==> src/rtl/keypad_scanner_if.sv <==
// -----------------------------------------------------------------------------
// keypad_scanner_if
// Bundles the keypad matrix lines and the decoded-key / digit-entry outputs of
// keypad_scanner.
//   rows       keypad row lines, active-low, rows[0] = top row
//   cols       keypad column drive, active-low one-hot, cols[0] = left column
//   key_code   code of the last accepted key
//   key_valid  one-cycle pulse when a press is accepted
//   entry_done one-cycle pulse after '#'
//   bcd0..2    entered digits, bcd0 least significant
// master: the scanner side. slave: keypad plus display/consumer side.
// -----------------------------------------------------------------------------
interface keypad_scanner_if;
    logic [3:0] rows;
    logic [3:0] cols;
    logic [3:0] key_code;
    logic       key_valid;
    logic       entry_done;
    logic [3:0] bcd0;
    logic [3:0] bcd1;
    logic [3:0] bcd2;

    modport master (
        input  rows,
        output cols, key_code, key_valid, entry_done, bcd0, bcd1, bcd2
    );

    modport slave (
        output rows,
        input  cols, key_code, key_valid, entry_done, bcd0, bcd1, bcd2
    );
endinterface

==> src/rtl/keypad_scanner.sv <==
// -----------------------------------------------------------------------------
// keypad_scanner
// Scans a 4x4 active-low matrix keypad one column per SCAN_DIV clocks,
// classifies each full scan as no key / one key / several keys, debounces the
// scan results and decodes accepted presses. Numeric keys shift into a
// 3-digit BCD entry register, '*' clears it, '#' pulses entry_done.
// Ports:
//   clk    system clock
//   reset  synchronous, active-low reset
//   kp     keypad_scanner_if.master (rows in; cols, key_code, key_valid,
//          entry_done, bcd0..2 out)
// -----------------------------------------------------------------------------
module keypad_scanner #(
    parameter int SCAN_DIV       = 50000,
    parameter int DEBOUNCE_SCANS = 4
) (
    input  logic               clk,
    input  logic               reset,
    keypad_scanner_if.master   kp
);
    localparam int              DIV_W      = (SCAN_DIV > 1) ? $clog2(SCAN_DIV) : 1;
    localparam logic [DIV_W-1:0] DIV_LAST  = DIV_W'(SCAN_DIV - 1);
    localparam logic [3:0]      STABLE_MAX = 4'(DEBOUNCE_SCANS);

    typedef enum logic [1:0] {RES_NONE, RES_KEY, RES_MULTI} res_kind_t;
    typedef enum logic {IDLE, HELD} state_t;

    function automatic logic [3:0] key_map(input logic [1:0] row, input logic [1:0] col);
        logic [3:0] code;
        case ({row, col})
            4'h0: code = 4'h1;  4'h1: code = 4'h2;  4'h2: code = 4'h3;  4'h3: code = 4'hA;
            4'h4: code = 4'h4;  4'h5: code = 4'h5;  4'h6: code = 4'h6;  4'h7: code = 4'hB;
            4'h8: code = 4'h7;  4'h9: code = 4'h8;  4'hA: code = 4'h9;  4'hB: code = 4'hC;
            4'hC: code = 4'hE;  4'hD: code = 4'h0;  4'hE: code = 4'hF;  default: code = 4'hD;
        endcase
        return code;
    endfunction

    logic [DIV_W-1:0] div_q;
    logic [1:0]       col_q;
    logic [1:0]       hit_cnt_q;     // low contacts seen this scan, saturates at 2
    logic [3:0]       hit_code_q;    // code of the single contact seen so far
    res_kind_t        prev_kind_q;
    logic [3:0]       prev_code_q;
    logic [3:0]       stable_q;
    state_t           state_q, state_d;
    logic [3:0]       key_code_q;
    logic             key_valid_q;
    logic             entry_done_q;
    logic [3:0]       bcd0_q, bcd1_q, bcd2_q;

    logic             tick, scan_done, accept;
    logic [3:0]       row_hits;
    logic [2:0]       row_cnt;
    logic [1:0]       row_idx;
    logic [2:0]       acc_sum;
    logic [1:0]       acc_cnt;
    logic [3:0]       acc_code;
    res_kind_t        res_kind;
    logic [3:0]       res_code;
    logic [3:0]       stable_nxt;

    assign tick      = (div_q == DIV_LAST);
    assign scan_done = tick && (col_q == 2'd3);
    assign kp.cols   = ~(4'b0001 << col_q);

    // Per-column sample folded into the running scan; column 0 starts a new scan.
    always_comb begin
        row_hits = ~kp.rows;
        row_cnt  = 3'($countones(row_hits));
        row_idx  = 2'd0;
        for (int r = 3; r >= 0; r--) begin
            if (row_hits[r]) row_idx = 2'(r);
        end
        acc_sum  = ((col_q == 2'd0) ? 3'd0 : {1'b0, hit_cnt_q}) + row_cnt;
        acc_cnt  = (acc_sum >= 3'd2) ? 2'd2 : acc_sum[1:0];
        acc_code = (row_cnt == 3'd1) ? key_map(row_idx, col_q)
                                     : ((col_q == 2'd0) ? 4'h0 : hit_code_q);
        case (acc_cnt)
            2'd0:    res_kind = RES_NONE;
            2'd1:    res_kind = RES_KEY;
            default: res_kind = RES_MULTI;
        endcase
        // Non-key results carry code 0 so equality compares kind alone.
        res_code   = (res_kind == RES_KEY) ? acc_code : 4'h0;
        stable_nxt = ((res_kind == prev_kind_q) && (res_code == prev_code_q))
                   ? ((stable_q >= STABLE_MAX) ? STABLE_MAX : stable_q + 4'd1)
                   : 4'd1;
    end

    always_ff @(posedge clk) begin
        if (!reset) begin
            div_q       <= '0;
            col_q       <= 2'd0;
            hit_cnt_q   <= 2'd0;
            hit_code_q  <= 4'h0;
            prev_kind_q <= RES_NONE;
            prev_code_q <= 4'h0;
            stable_q    <= 4'd0;
        end else if (tick) begin
            div_q      <= '0;
            col_q      <= col_q + 2'd1;
            hit_cnt_q  <= acc_cnt;
            hit_code_q <= acc_code;
            if (scan_done) begin
                prev_kind_q <= res_kind;
                prev_code_q <= res_code;
                stable_q    <= stable_nxt;
            end
        end else begin
            div_q <= div_q + DIV_W'(1);
        end
    end

    // Debounce FSM: state register
    always_ff @(posedge clk) begin
        if (!reset) state_q <= IDLE;
        else        state_q <= state_d;
    end

    // Debounce FSM: next state
    always_comb begin
        state_d = state_q;
        if (scan_done && (stable_nxt == STABLE_MAX)) begin
            case (state_q)
                IDLE:    if (res_kind == RES_KEY)  state_d = HELD;
                default: if (res_kind == RES_NONE) state_d = IDLE;
            endcase
        end
    end

    // Debounce FSM: output decode
    always_comb begin
        accept = (state_q == IDLE) && scan_done && (res_kind == RES_KEY)
                 && (stable_nxt == STABLE_MAX);
    end

    // Key register and entry register; the entry register reacts one cycle
    // after key_valid, using the already-registered key_code.
    always_ff @(posedge clk) begin
        if (!reset) begin
            key_code_q   <= 4'h0;
            key_valid_q  <= 1'b0;
            entry_done_q <= 1'b0;
            bcd0_q       <= 4'h0;
            bcd1_q       <= 4'h0;
            bcd2_q       <= 4'h0;
        end else begin
            key_valid_q  <= accept;
            if (accept) key_code_q <= res_code;
            entry_done_q <= key_valid_q && (key_code_q == 4'hF);
            if (key_valid_q) begin
                if (key_code_q <= 4'd9) begin
                    bcd2_q <= bcd1_q;
                    bcd1_q <= bcd0_q;
                    bcd0_q <= key_code_q;
                end else if (key_code_q == 4'hE) begin
                    bcd2_q <= 4'h0;
                    bcd1_q <= 4'h0;
                    bcd0_q <= 4'h0;
                end
            end
        end
    end

    assign kp.key_code   = key_code_q;
    assign kp.key_valid  = key_valid_q;
    assign kp.entry_done = entry_done_q;
    assign kp.bcd0       = bcd0_q;
    assign kp.bcd1       = bcd1_q;
    assign kp.bcd2       = bcd2_q;
endmodule

==> src/flat_wrapper.sv <==
// flat-port wrapper written by rule: the top's interface ports become plain ports
module keypad_scanner_flat 
#(
    parameter int SCAN_DIV       = 50000,
    parameter int DEBOUNCE_SCANS = 4
)
  (clk, reset, kp_rows, kp_cols, kp_key_code, kp_key_valid, kp_entry_done, kp_bcd0, kp_bcd1, kp_bcd2);
  keypad_scanner_if kp_i ();
  input  logic clk;
  input  logic reset;
  input wire logic [$bits(kp_i.rows)-1:0] kp_rows;
  output wire logic [$bits(kp_i.cols)-1:0] kp_cols;
  output wire logic [$bits(kp_i.key_code)-1:0] kp_key_code;
  output wire logic [$bits(kp_i.key_valid)-1:0] kp_key_valid;
  output wire logic [$bits(kp_i.entry_done)-1:0] kp_entry_done;
  output wire logic [$bits(kp_i.bcd0)-1:0] kp_bcd0;
  output wire logic [$bits(kp_i.bcd1)-1:0] kp_bcd1;
  output wire logic [$bits(kp_i.bcd2)-1:0] kp_bcd2;
  assign kp_i.rows = kp_rows;
  assign kp_cols = kp_i.cols;
  assign kp_key_code = kp_i.key_code;
  assign kp_key_valid = kp_i.key_valid;
  assign kp_entry_done = kp_i.entry_done;
  assign kp_bcd0 = kp_i.bcd0;
  assign kp_bcd1 = kp_i.bcd1;
  assign kp_bcd2 = kp_i.bcd2;
  keypad_scanner #(.SCAN_DIV(SCAN_DIV), .DEBOUNCE_SCANS(DEBOUNCE_SCANS)) u_core (.clk(clk), .reset(reset), .kp(kp_i));
endmodule
==> config.mk <==
export PLATFORM = sky130hd
export DESIGN_NAME = keypad_scanner_flat
export DESIGN_NICKNAME = d
export VERILOG_FILES = /design/src/rtl/keypad_scanner_if.sv /design/src/rtl/keypad_scanner.sv /design/src/flat_wrapper.sv
export SDC_FILE = /design/constraint.sdc
export NUM_CORES = 1
export LEC_CHECK = 0
export CORE_ASPECT_RATIO = 1.4
export CORE_UTILIZATION = 34
export CTS_CLUSTER_SIZE = 14
export DETAILED_ROUTE_END_ITERATION = 16
export PLACE_DENSITY = 0.49
export SLEW_MARGIN = 20
export SYNTH_ARGS = -nofsm -noshare
export SYNTH_HDL_FRONTEND = slang
export SYNTH_SLANG_ARGS = --single-unit
==> constraint.sdc <==
create_clock -name clk -period 10.45 [get_ports clk]
set_input_delay 1.045 -clock clk [delete_from_list [all_inputs] [get_ports clk]]
set_output_delay 1.045 -clock clk [all_outputs]
set_load 0.1 [all_outputs]
# ---- After elaboration in Yosys (flattened, before gate mapping)
# Memory sizes are Yosys's and may differ from the RTL's.
# Cells that the tools add are included.
# W data, S select, Z words.
dict set report classes {
  n_addsub 7
  n_reduce_logical 14
  eq_ne 10
  shifts 1
  n_lt_le_gt_ge 3
  bitwise_logic 4
  muxes 19
}
# cell n
set ops {}
lappend ops {{$mux W4} 9}
lappend ops {{$add A16 B1 Y16 const B} 1}
lappend ops {{$eq A16 B16 Y1 const B} 1}
lappend ops {{$mux W2} 6}
lappend ops {{$eq A4 B4 Y1 const B} 2}
lappend ops {{$not A4 Y4} 2}
lappend ops {{$logic_and A1 B1 Y1} 7}
lappend ops {{$add A3 B3 Y3} 2}
lappend ops {{$logic_not A2 Y1} 3}
lappend ops {{$add A1 B1 Y2} 2}
lappend ops {{$add A4 B1 Y4 const B} 1}
lappend ops {{$eq A2 B1 Y1 const B} 2}
lappend ops {{$eq A4 B3 Y1 const B} 1}
lappend ops {{$eq A4 B4 Y1} 1}
lappend ops {{$ge A4 B3 Y1 const B} 1}
lappend ops {{$le A4 B4 Y1 const B} 1}
lappend ops {{$pmux W2 S2} 1}
lappend ops {{$reduce_and A2 Y1} 2}
lappend ops {{$shl A1 B2 Y4 const A} 1}
lappend ops {{$eq A3 B1 Y1 const B} 1}
lappend ops {{$ge A3 B2 Y1 const B} 1}
lappend ops {{$mux W1} 3}
lappend ops {{$add A2 B1 Y2 const B} 1}
lappend ops {{$eq A2 B2 Y1} 1}
lappend ops {{other kinds (4)} 5}
dict set report word_totals {
  mem_bits_ro 64
  word_cells 73
  n_memories 1
  inputBits 6
  reg_bits 53
  out_inout_bits 22
}
# memory words word_bits read_ports rd_clocked_by_memory_dff write_ports line_no
set memory_table {}
lappend memory_table {{(name not given)} 16 4 1 0 0 keypad_scanner.sv:30} ;# case ({row, col})

# ---- Logic depth before layout (Yosys ltp)
# Gate-level depths: netlist of run 1.
dict set report depth {
  word_depth 15
  mapped_depth 12
  depth_no_buf 12
}

# ---- Worst setup path before layout of run 1
# OpenSTA, ideal clock, no wires.
dict set report synth_timing {
  path_type {input to register}
  start {in kp_rows[0]}
  end {reg u_core.key_code_q[0] (netlist: u_core.kp.key_code[0])}
  setup_time_ns 0.135
  arrival_time_ns 4.140
  path_slack_ns 6.175
  cell_stages 12
  required_ns 10.315
  path_cell_list {inv_1 -> ha_1 -> ha_1 -> fa_1 -> inv_1 -> fa_1 -> xor2_1 -> nand3_1 -> or3_2 -> mux2i_1 -> a2111oi_4 -> mux2i_1}
}
dict set report synth_between {
  elab_chain_cells 15
}
# item line_no
set synth_rtl {}
lappend synth_rtl {{start: declaration} flat_wrapper.sv:11} ;# input wire logic [$bits(kp_i.rows)-1:0] kp_rows;
lappend synth_rtl {{$not A4 Y4 *} keypad_scanner.sv:69} ;# row_hits = ~kp.rows;
lappend synth_rtl {{$add A1 B1 Y2 (not written as such)} keypad_scanner.sv:70} ;# row_cnt = 3'($countones(row_hits));
lappend synth_rtl {{$add A3 B3 Y3 (not written as such)} keypad_scanner.sv:70}
lappend synth_rtl {{$add A3 B3 Y3} keypad_scanner.sv:75} ;# acc_sum = ((col_q == 2'd0) ? 3'd0 : {1'b0, hit_cnt_q}) + row_cnt;
lappend synth_rtl {{$ge A3 B2 Y1} keypad_scanner.sv:76} ;# acc_cnt = (acc_sum >= 3'd2) ? 2'd2 : acc_sum[1:0];
lappend synth_rtl {{$mux W2} keypad_scanner.sv:76}
lappend synth_rtl {{$eq A2 B1 Y1 or $logic_not A2 Y1 (tied branches)} keypad_scanner.sv:79} ;# case (acc_cnt)
lappend synth_rtl {{$pmux W2 S2} keypad_scanner.sv:79}
lappend synth_rtl {{$eq A2 B1 Y1} {keypad_scanner.sv:85, keypad_scanner.sv:134}}
lappend synth_rtl {{$mux W4} keypad_scanner.sv:85} ;# res_code = (res_kind == RES_KEY) ? acc_code : 4'h0;
lappend synth_rtl {{$eq A4 B4 Y1} keypad_scanner.sv:86} ;# stable_nxt = ((res_kind == prev_kind_q) && (res_code == prev_code_q))
lappend synth_rtl {{$logic_and A1 B1 Y1} keypad_scanner.sv:86}
lappend synth_rtl {{$mux W4} keypad_scanner.sv:87} ;# ? ((stable_q >= STABLE_MAX) ? STABLE_MAX : stable_q + 4'd1)
lappend synth_rtl {{$eq A4 B3 Y1} keypad_scanner.sv:135} ;# && (stable_nxt == STABLE_MAX);
lappend synth_rtl {{$logic_and A1 B1 Y1} keypad_scanner.sv:135}
lappend synth_rtl {{end signal: assignment} keypad_scanner.sv:150} ;# if (accept) key_code_q <= res_code;
lappend synth_rtl {{end: declaration} keypad_scanner.sv:47} ;# logic [3:0] key_code_q;
# Mark *: on every way between the ends. The rest lies on a longest branch, timed or not.
# A chain may end at the register's enable or synchronous reset.

# ---- Worst setup path after layout of run 1
dict set report layout_timing {
  start {in kp_rows[0]}
  end {reg u_core.key_code_q[1] (netlist: u_core.kp.key_code[1])}
}
# Same word-level chain as after synthesis.

==> results of run 1 <==
[critical path: cells and delay by family]
kind            cells  cell delay [ns]
buf+inv             3             0.74
mux                 2             0.72
xor+xnor            1             0.40
compound gates      1             0.17
simple gates        2             0.69
fa+ha+maj           4             1.45
[sequential cells by signal, summed over array words and instances, names as in the netlist, named ones only]
| name | cells |
|---|---|
| u_core.kp.key_code | 4 |
| u_core.kp.entry_done | 1 |
| u_core.kp.key_valid | 1 |
| u_core.hit_cnt_q | 2 |
| u_core.kp.bcd0 | 4 |
| u_core.col_q | 2 |
| u_core.hit_code_q | 4 |
| u_core.div_q | 16 |
| u_core.prev_kind_q | 2 |
| u_core.prev_code_q | 4 |
| u_core.kp.bcd2 | 4 |
| u_core.kp.bcd1 | 4 |
| u_core.stable_q | 4 |
[cells in the final DEF, fill, tap and decap left out, types with 3 or more instances in the layout]
| cell | count |
|---|---|
| and3_1 | 3 |
| nor3_1 | 4 |
| ha_1 | 14 |
| a21boi_0 | 8 |
| a21oi_1 | 15 |
| xnor2_1 | 7 |
| inv_1 | 16 |
| nand3_1 | 13 |
| and2_1 | 6 |
| nor2b_1 | 18 |
| or4_1 | 3 |
| nand2_1 | 35 |
| dfxtp_1 | 53 |
| a22oi_1 | 11 |
| clkdlybuf4s50_1 | 27 |
| clkbuf_16 | 5 |
| nand2b_1 | 3 |
| or2b_2 | 3 |
| o21ai_0 | 11 |
| buf_4 | 3 |
| nand3b_1 | 7 |
| nand4_1 | 4 |
| xor2_1 | 9 |
| mux2i_1 | 11 |
| nor2_1 | 27 |
[final cells by class]
type | instances | share of cell area
Clock buffer | 6 | 0.0366
Clock inverter | 1 | 0.00249
Inverter | 16 | 0.0171
Multi-Input combinational cell | 257 | 0.522
Sequential cell | 53 | 0.301
Tap cell | 105 | 0.0373
Timing Repair Buffer | 30 | 0.0832
[power breakdown]
part | internal, µW | switching (µW)
logic | 18.5 | 32.3
registers | 203 | 1.06
clock network | 88.1 | 71.0
total | 309 | 104
[path summary, 6_finish.rpt]
check	cells after the start	slack, ns	to	startpoint
min	1	0.47	u_core.div_q[0]	u_core.div_q[0]
max reg2reg	11	6.59	u_core.kp.key_code[1]	u_core.col_q[0]
max	13	5.38	u_core.kp.key_code[1]	kp_rows[0]
min reg2reg	1	0.47	u_core.div_q[0]	u_core.div_q[0]
[cell families (layout without fill, tap and decap cells)]
logic type,count (synthesis),after routing
AOI/OAI and AO/OA,70,70
xor gates and xnor gates,16,16
adders and majority gates,16,16
buffers and inverters,30,53
DFF,53,53
muxes,13,13
and+or+nand+nor,142,142
[metrics by stage]
step	worst slack, ns	hold slack (ns)	total power (µW)	instances	util
after CTS	5.40	0.472	420	468	0.409
after detailed placement	5.10	0.455	259	461	0.393
final	5.38	0.470	414	468	0.409
after global routing	5.15	0.487	435	468	0.409
after global placement	5.17	0.453	259	461	0.393
after floorplan	6.17	0.430	247	340	-
[cell usage after synthesis (all sizes together) (2+ instances only)]
library cell   n
dfxtp         53
nand2         35
nor2          27
nor2b         18
inv           16
a21oi         15
ha            14
nand3         14
a22oi         11
mux2i         11
o21ai         11
clkbuf        10
xor2           9
a21boi         8
nand3b         7
xnor2          7
and2           6
a2111oi        4
and3           4
buf            4
nand4          4
nor3           4
nor4           4
nand2b         3
or2b           3
or3            3
or4            3
fa             2
mux2           2
o2111ai        2
o211ai         2
o21a           2
o2bb2ai        2
[metal layers]
layer / GRT usage / routed length (µm)
met3: 0.0248 / 135
met4: 0.0608 / 160
met5: 0 / 0
met1: 0.191 / 2960
met2: 0.277 / 3520
==> results.py, run 1 <==
metrics = {
    "floorplan": {
        "start_util": 0.351,
        "die_area_um2": 9280,
        "ios": 28,
        "die_h_um": 114,
        "rows": 40,
        "core_area_um2": 8610,
        "fp.dieW_um": 81.7,
    },
    "synthesis": {
        "synthAdderAreaFrac": 0.0712,
        "synthTopCellsByArea": "dfxtp_1, ha_1, nand2_1",
        "synthArstFlopShare": 0,
        "synthSimpleGateAreaFrac": 0.262,
        "ys_ff_latch": 53,
        "yosys_warnings": 0,
        "synth.distinct_cells": 61,
        "syn_nets": 362,
        "synth.avg_cell_area_um2": 8.89,
        "synth_top_family_by_area": "simple AND/OR/NAND/NOR gates",
        "synth_compound_area_frac": 0.185,
        "synth_top_area_cell": "dfxtp_1",
        "synth-main-ff-cell": "dfxtp_1",
        "syn-cell-area_um2": 3020,
        "synth_edf_count": 0,
        "synthCells": 340,
        "yosysSeqAreaShare": 0.351,
        "synth_top_area_frac": 0.351,
        "synth_xor_area_frac": 0.0464,
        "muxShareOfSynthArea": 0.0439,
    },
    "timing": {
        "hold_viol": 0,
        "slew_viol_final": 0,
        "skew_ns": 0.00406,
        "setup_violations": 0,
        "period_share": 0.485,
        "slew_headroom": 0.339,
        "min_period_ns": 5.07,
        "worst_pin_slew_ns": 0.988,
        "fmax_ghz": 0.197,
        "rsz0062_at_grt": "false",
        "tns_ns": 0,
    },
    "critical_path": {
        "end_kind": "register",
        "path_max_fanout": 8,
        "cp.arrival_ns": 5.23,
        "cp-start-kind": "input pin",
        "cpMaxStageDelayCell": "clkdlybuf4s50_1",
        "cpPeakStageDelay_ns": 0.60,
        "crit_type": "in2reg",
        "required_ns": 10.61,
        "crit_chain": "clkdlybuf4s50_1, inv_1, ha_1, ha_1, fa_1, inv_1, fa_1, xor2_1, nand3_1, or3_2, mux2i_1, a2111oi_4, mux2i_1",
    },
    "clock_tree": {
        "cts_resized": 0,
        "cts_hold_buf": 0,
        "htreeDepth": 2,
        "cts_buffers": 5,
        "post_cts_buffers": 0,
        "clk_latency_ns": 0.29,
        "clockBufferDepth": 2,
        "clkTransAtPathRegs_ns": 0.07,
        "clockRootBuffer": "clkbuf_16",
        "cts_tree": "yes",
        "cts_sinks": 53,
    },
    "global_routing": {
        "grt_max_degree": 45,
        "grt_pass1_wl_um": 11300,
        "grtUsageTotal": 0.159,
        "antenna_found_initial": 0,
        "grt-ovfl-total": 0,
        "grt_pass1_vias": 2278,
    },
    "status": {
        "outcome": "completed",
    },
    "worst_hold_path": {
        "hp-class": "reg2reg",
    },
    "detailed_routing": {
        "wl_per_cell_um": 14.5,
        "ant_nets": 0,
        "dr_total_vias": 2427,
        "drt_first_iter_violations": 162,
        "drc": 0,
        "vias_per_cell": 5.19,
        "drt-total-wl_um": 6770,
        "dr.pass1.iters": 4,
    },
    "layout": {
        "antenna_cells": 0,
        "syn_to_final_growth_pct": 16.5,
        "layout.nets": 385,
        "stdcell_area_um2": 3520,
        "multi_input_area_um2": 1840,
        "drive_gt1_frac": 0.0771,
        "fillers": 868,
        "seq_area_um2": 1060,
    },
    "place": {
        "hpwl_um": 5050,
        "place_congestion": 0.820,
        "place_area_um2": 3380,
        "io_buffers": 27,
    },
    "power_and_ir_drop": {
        "powerDensity_nw_per_um2": 118,
        "p_leak_uw": 0.00123,
        "peakVddDrop_uv": 58.1,
    },
    "job": {
        "drv_cap": 0,
    },
}
(Power assumes the default switching activity.)
==> run 2, diff against run 1 <==
clock period = 5.3 ns   (was 10.45 ns; I/O delays follow)
==> run 2 against run 1 <==
Final cell count increased by 0.43%. Global-route usage decreased by 0.17 points. Count of clock-buffer cells in the layout up 1. Largest power group unchanged. Critical path type unchanged. Largest cell class unchanged. Power up 99%. Worst hold slack barely moved. Design area up 0.28%. Clock skew increased by 0.0034 ns. Clock power rose by 100%. Non-clock buffer count grew 1. Sequential power up 97%.
==> results.py, run 2 (same netlist as run 1, synthesis figures left out) <==
metrics = {
    "layout": {
        "final_cell_mix": "dfxtp_1, nand2_1, nor2_1, clkdlybuf4s50_1, nor2b_1",
        "top_register": "u_core.div_q",
        "syn_to_final_growth_pct": 16.8,
        "layout.nets": 386,
        "drive_gt1_frac": 0.0795,
        "antenna_cells": 0,
        "layout_commonest_cell": "dfxtp_1",
        "fillers": 900,
        "largest_reg_flops": 16,
        "post-route-util": 0.410,
    },
    "critical_path": {
        "cpPeakStageDelay_ns": 0.61,
        "required_ns": 5.52,
        "crit_type": "in2reg",
        "path_max_fanout": 8,
        "critPathTopFamily": "adder cells",
        "cpMaxStageDelayCell": "clkdlybuf4s50_1",
        "crit_chain": "clkdlybuf4s50_1, inv_1, ha_1, ha_1, fa_1, inv_1, fa_1, xor2_1, nand2_1, a2111oi_0, o21ai_0, a2111oi_4, mux2i_1",
        "end_kind": "register",
        "cp.arrival_ns": 4.77,
        "cp-start-kind": "input pin",
        "cp_num_buf_inv": 3,
    },
    "timing": {
        "slew_headroom": 0.353,
        "holdWs_ns": 0.470,
        "hold_viol": 0,
        "tns_ns": 0,
        "period_share": 0.859,
        "slew_viol_final": 0,
        "min_period_ns": 4.55,
        "skew_ns": 0.00743,
        "fmax_ghz": 0.220,
        "rsz0062_at_grt": "false",
        "setup_violations": 0,
        "worst_pin_slew_ns": 0.967,
    },
    "detailed_routing": {
        "ant_nets": 0,
        "dr_total_vias": 2422,
        "drt-total-wl_um": 6800,
        "wl_per_cell_um": 14.5,
        "dr.pass1.iters": 4,
        "vias_per_cell": 5.15,
        "drc": 0,
        "drt_first_iter_violations": 116,
    },
    "power_and_ir_drop": {
        "peakVddDrop_uv": 116,
        "powerDensity_nw_per_um2": 233,
        "p_leak_uw": 0.00123,
    },
    "global_routing": {
        "grt_max_degree": 45,
        "grtUsageTotal": 0.157,
        "busiest_layer": "met2",
        "grt_pass1_vias": 2298,
        "grt_pass1_wl_um": 11200,
        "antenna_found_initial": 0,
        "met2_usage": 0.271,
        "use_met3": 0.0288,
        "grt-ovfl-total": 0,
        "gr-usage-met1": 0.190,
    },
    "clock_tree": {
        "clockRootBuffer": "clkbuf_16",
        "cts_sinks": 53,
        "cts_resized": 0,
        "clockBufferDepth": 2,
        "htreeDepth": 2,
        "cts_buffers": 5,
        "post_cts_buffers": 0,
        "clk_latency_ns": 0.29,
        "clkTransAtPathRegs_ns": 0.07,
        "cts_hold_buf": 0,
        "cts_tree": "yes",
    },
    "floorplan": {
        "fp.dieW_um": 81.7,
        "die_h_um": 114,
        "start_util": 0.351,
        "rows": 40,
        "core_area_um2": 8610,
        "die_area_um2": 9280,
        "ios": 28,
    },
    "status": {
        "outcome": "completed",
    },
    "job": {
        "drv_cap": 0,
    },
    "place": {
        "place_congestion": 0.775,
        "hpwl_um": 5030,
        "io_buffers": 27,
    },
    "worst_hold_path": {
        "hp-class": "reg2reg",
    },
}
[run 2: cell types whose count changed in the layout (fill, tap and decap cells not counted)]
cell        change
buf_4           +1
clkinv_4        -1
clkinvlp_4      +1
clkbuf_1        +1
[run 2: metal layers]
layer	vias to the layer above	wire length [µm]
met5	-	0
met4	0	112
met3	9	190
met2	31	3420
met1	1127	3080
li1	1255	-
[run 2: worst register-to-register path, cell delays in order, from the launching register on]
cell and delay [ns]:
dfxtp_1 0.50, inv_1 0.18, ha_1 0.34, nor2b_1 0.16, ha_1 0.16, inv_1 0.05, fa_1 0.40, xor2_1 0.38
nand2_1 0.19, a2111oi_0 0.48, o21ai_0 0.30, a2111oi_4 0.44, mux2i_1 0.23
[run 2: worst paths after layout]
| check | startpoint | endpoint | slack (ns) | cells past startpoint |
|---|---|---|---|---|
| worst max-delay path | kp_rows[0] | u_core.kp.key_code[0] | 0.75 | 13 |
| worst min register to register | u_core.stable_q[1] | u_core.stable_q[1] | 0.47 | 2 |
| worst min-delay path | u_core.stable_q[1] | u_core.stable_q[1] | 0.47 | 2 |
| worst max register to register | u_core.col_q[0] | u_core.kp.key_code[0] | 1.44 | 12 |
[run 2: cell type report]
type,instances,area (µm²),area share
Clock inverter,1,7.51,0.00213
Sequential cell,53,1060,0.300
Clock buffer,7,133,0.0376
Tap cell,105,131,0.0372
Inverter,16,60.1,0.0170
Multi-Input combinational cell,257,1840,0.521
Timing Repair Buffer,31,300,0.0850
[run 2: where the power goes]
group          total [µW]  switching [µW]  internal, µW
Clock                 321             145           176
Sequential            402            1.98           400
Combinational         102            64.5          37.2
Total                 824             211           613
[run 2: metrics by stage]
stage / cell area, µm² / total power [µW] / setup slack [ns] / instances
6_report: 3530 / 824 / 0.747 / 470
5_1_grt: 3530 / 864 / 0.509 / 470
4_1_cts: 3530 / 837 / 0.800 / 470
3_5_place_dp: 3390 / 512 / 0.494 / 462
3_3_place_gp: 3390 / 513 / 0.673 / 462
2_1_floorplan: 3020 / 487 / 1.44 / 340
==> run 3, diff against run 2 <==
ABC_CLOCK_PERIOD_IN_PS = 5300   (was unset)
REMOVE_ABC_BUFFERS = 1   (was unset)
==> run 3 against run 2 <==
Routed wire length decreased by 1.6%. Global-route usage decreased by 0.46 points. Sequential cell count unchanged. Fmax increased by 0.63%. Die area unchanged. Critical path type unchanged. Largest cell class unchanged.
==> results.py, run 3 (same netlist as run 1, synthesis figures left out) <==
metrics = {
    "status": {
        "outcome": "completed",
    },
    "critical_path": {
        "cp-start-kind": "input pin",
        "end_kind": "register",
        "cp.arrival_ns": 4.69,
        "path_max_fanout": 8,
        "required_ns": 5.47,
        "crit_type": "in2reg",
    },
    "floorplan": {
        "rows": 40,
        "core_area_um2": 8610,
        "die_h_um": 114,
        "die_area_um2": 9280,
        "fp.dieW_um": 81.7,
        "ios": 28,
        "start_util": 0.351,
    },
    "global_routing": {
        "grt_pass1_wl_um": 10900,
        "antenna_found_initial": 0,
        "grt_pass1_vias": 2332,
        "grt-ovfl-total": 0,
        "grt_max_degree": 45,
        "grtUsageTotal": 0.152,
    },
    "layout": {
        "layout_commonest_cell": "dfxtp_1",
        "largest_reg_flops": 16,
        "top_register": "u_core.div_q",
        "layout.nets": 385,
        "drive_gt1_frac": 0.0797,
        "instances_no_fill": 469,
        "syn_to_final_growth_pct": 16.6,
        "final_cell_mix": "dfxtp_1, nand2_1, nor2_1, clkdlybuf4s50_1, nor2b_1",
        "antenna_cells": 0,
        "stdcell_area_um2": 3530,
    },
    "timing": {
        "setup_violations": 0,
        "fmax_ghz": 0.221,
        "slew_headroom": 0.345,
        "slew_viol_final": 0,
        "period_share": 0.854,
        "fin_ws_ns": 0.776,
        "hold_viol": 0,
        "skew_ns": 0.00541,
        "rsz0062_at_grt": "false",
        "worst_pin_slew_ns": 0.980,
        "min_period_ns": 4.52,
        "tns_ns": 0,
        "holdWs_ns": 0.464,
    },
    "detailed_routing": {
        "drt-total-wl_um": 6690,
        "wl_per_cell_um": 14.3,
        "vias_per_cell": 5.17,
        "drc": 0,
        "dr_total_vias": 2425,
        "ant_nets": 0,
        "dr.pass1.iters": 4,
        "drt_first_iter_violations": 80,
    },
    "clock_tree": {
        "cts_resized": 0,
        "clkTransAtPathRegs_ns": 0.07,
        "htreeDepth": 2,
        "clockBufferDepth": 2,
        "cts_buffers": 5,
        "cts_tree": "yes",
        "cts_sinks": 53,
        "cts_hold_buf": 0,
        "clockRootBuffer": "clkbuf_16",
        "post_cts_buffers": 0,
        "clk_latency_ns": 0.29,
    },
    "place": {
        "place_area_um2": 3380,
        "dpl_worst_slack_ns": 0.474,
        "place_congestion": 0.907,
        "numPlacedInstances": 461,
        "hpwl_um": 5030,
        "io_buffers": 27,
    },
    "power_and_ir_drop": {
        "peakVddDrop_uv": 135,
        "powerDensity_nw_per_um2": 235,
        "p_leak_uw": 0.00123,
    },
    "job": {
        "drv_cap": 0,
    },
    "worst_hold_path": {
        "hp-class": "reg2reg",
    },
}
run 3: final cells by class:
class	count	area [µm²]
clock buffers	6	129
clock inverters	2	13.8
fillers	870	5080
inverters	16	60.1
multi-input cells	257	1840
flip-flops and latches	53	1060
well taps	105	131
repair buffers	30	293
run 3: worst max-delay path, cell delays in order:
cell and delay, ns:
clkdlybuf4s50_1 0.60, inv_1 0.07, ha_1 0.30, ha_1 0.21, fa_1 0.53, inv_1 0.07, fa_1 0.44, xor2_1 0.37
nand3_1 0.20, or3_2 0.47, mux2i_1 0.57, a2111oi_4 0.17, mux2i_1 0.16
run 3: layer usage:
metal  track usage  vias to the layer above  routed length (µm)
met1         0.169                     1119                2860
met3        0.0216                       17                 162
met2         0.278                       41                3480
met4        0.0678                        0                 191
li1              -                     1248                   -
met5             0                        -                   0
run 3: worst paths after layout:
check,from,end,slack [ns],cells after the start
worst max-delay path,kp_rows[0],u_core.kp.key_code[1],0.78,13
worst min-delay path,u_core.div_q[0],u_core.div_q[0],0.46,1
worst max register to register,u_core.col_q[0],u_core.kp.key_code[1],1.50,12
worst min register to register,u_core.div_q[0],u_core.div_q[0],0.46,1
run 3: metrics by stage:
| step | power (µW) | utilization |
|---|---|---|
| after floorplan | 479 | - |
| after global placement | 511 | 0.393 |
| after CTS | 838 | 0.410 |
| final | 829 | 0.410 |
| after global routing | 863 | 0.410 |
| after detailed placement | 511 | 0.393 |
run 3: power breakdown:
group	internal (µW)	leakage, µW	total, µW	switching [µW]
combinational	36.7	0.000734	100	63.5
clock	177	0.0000712	327	151
sequential	400	0.000427	402	1.93
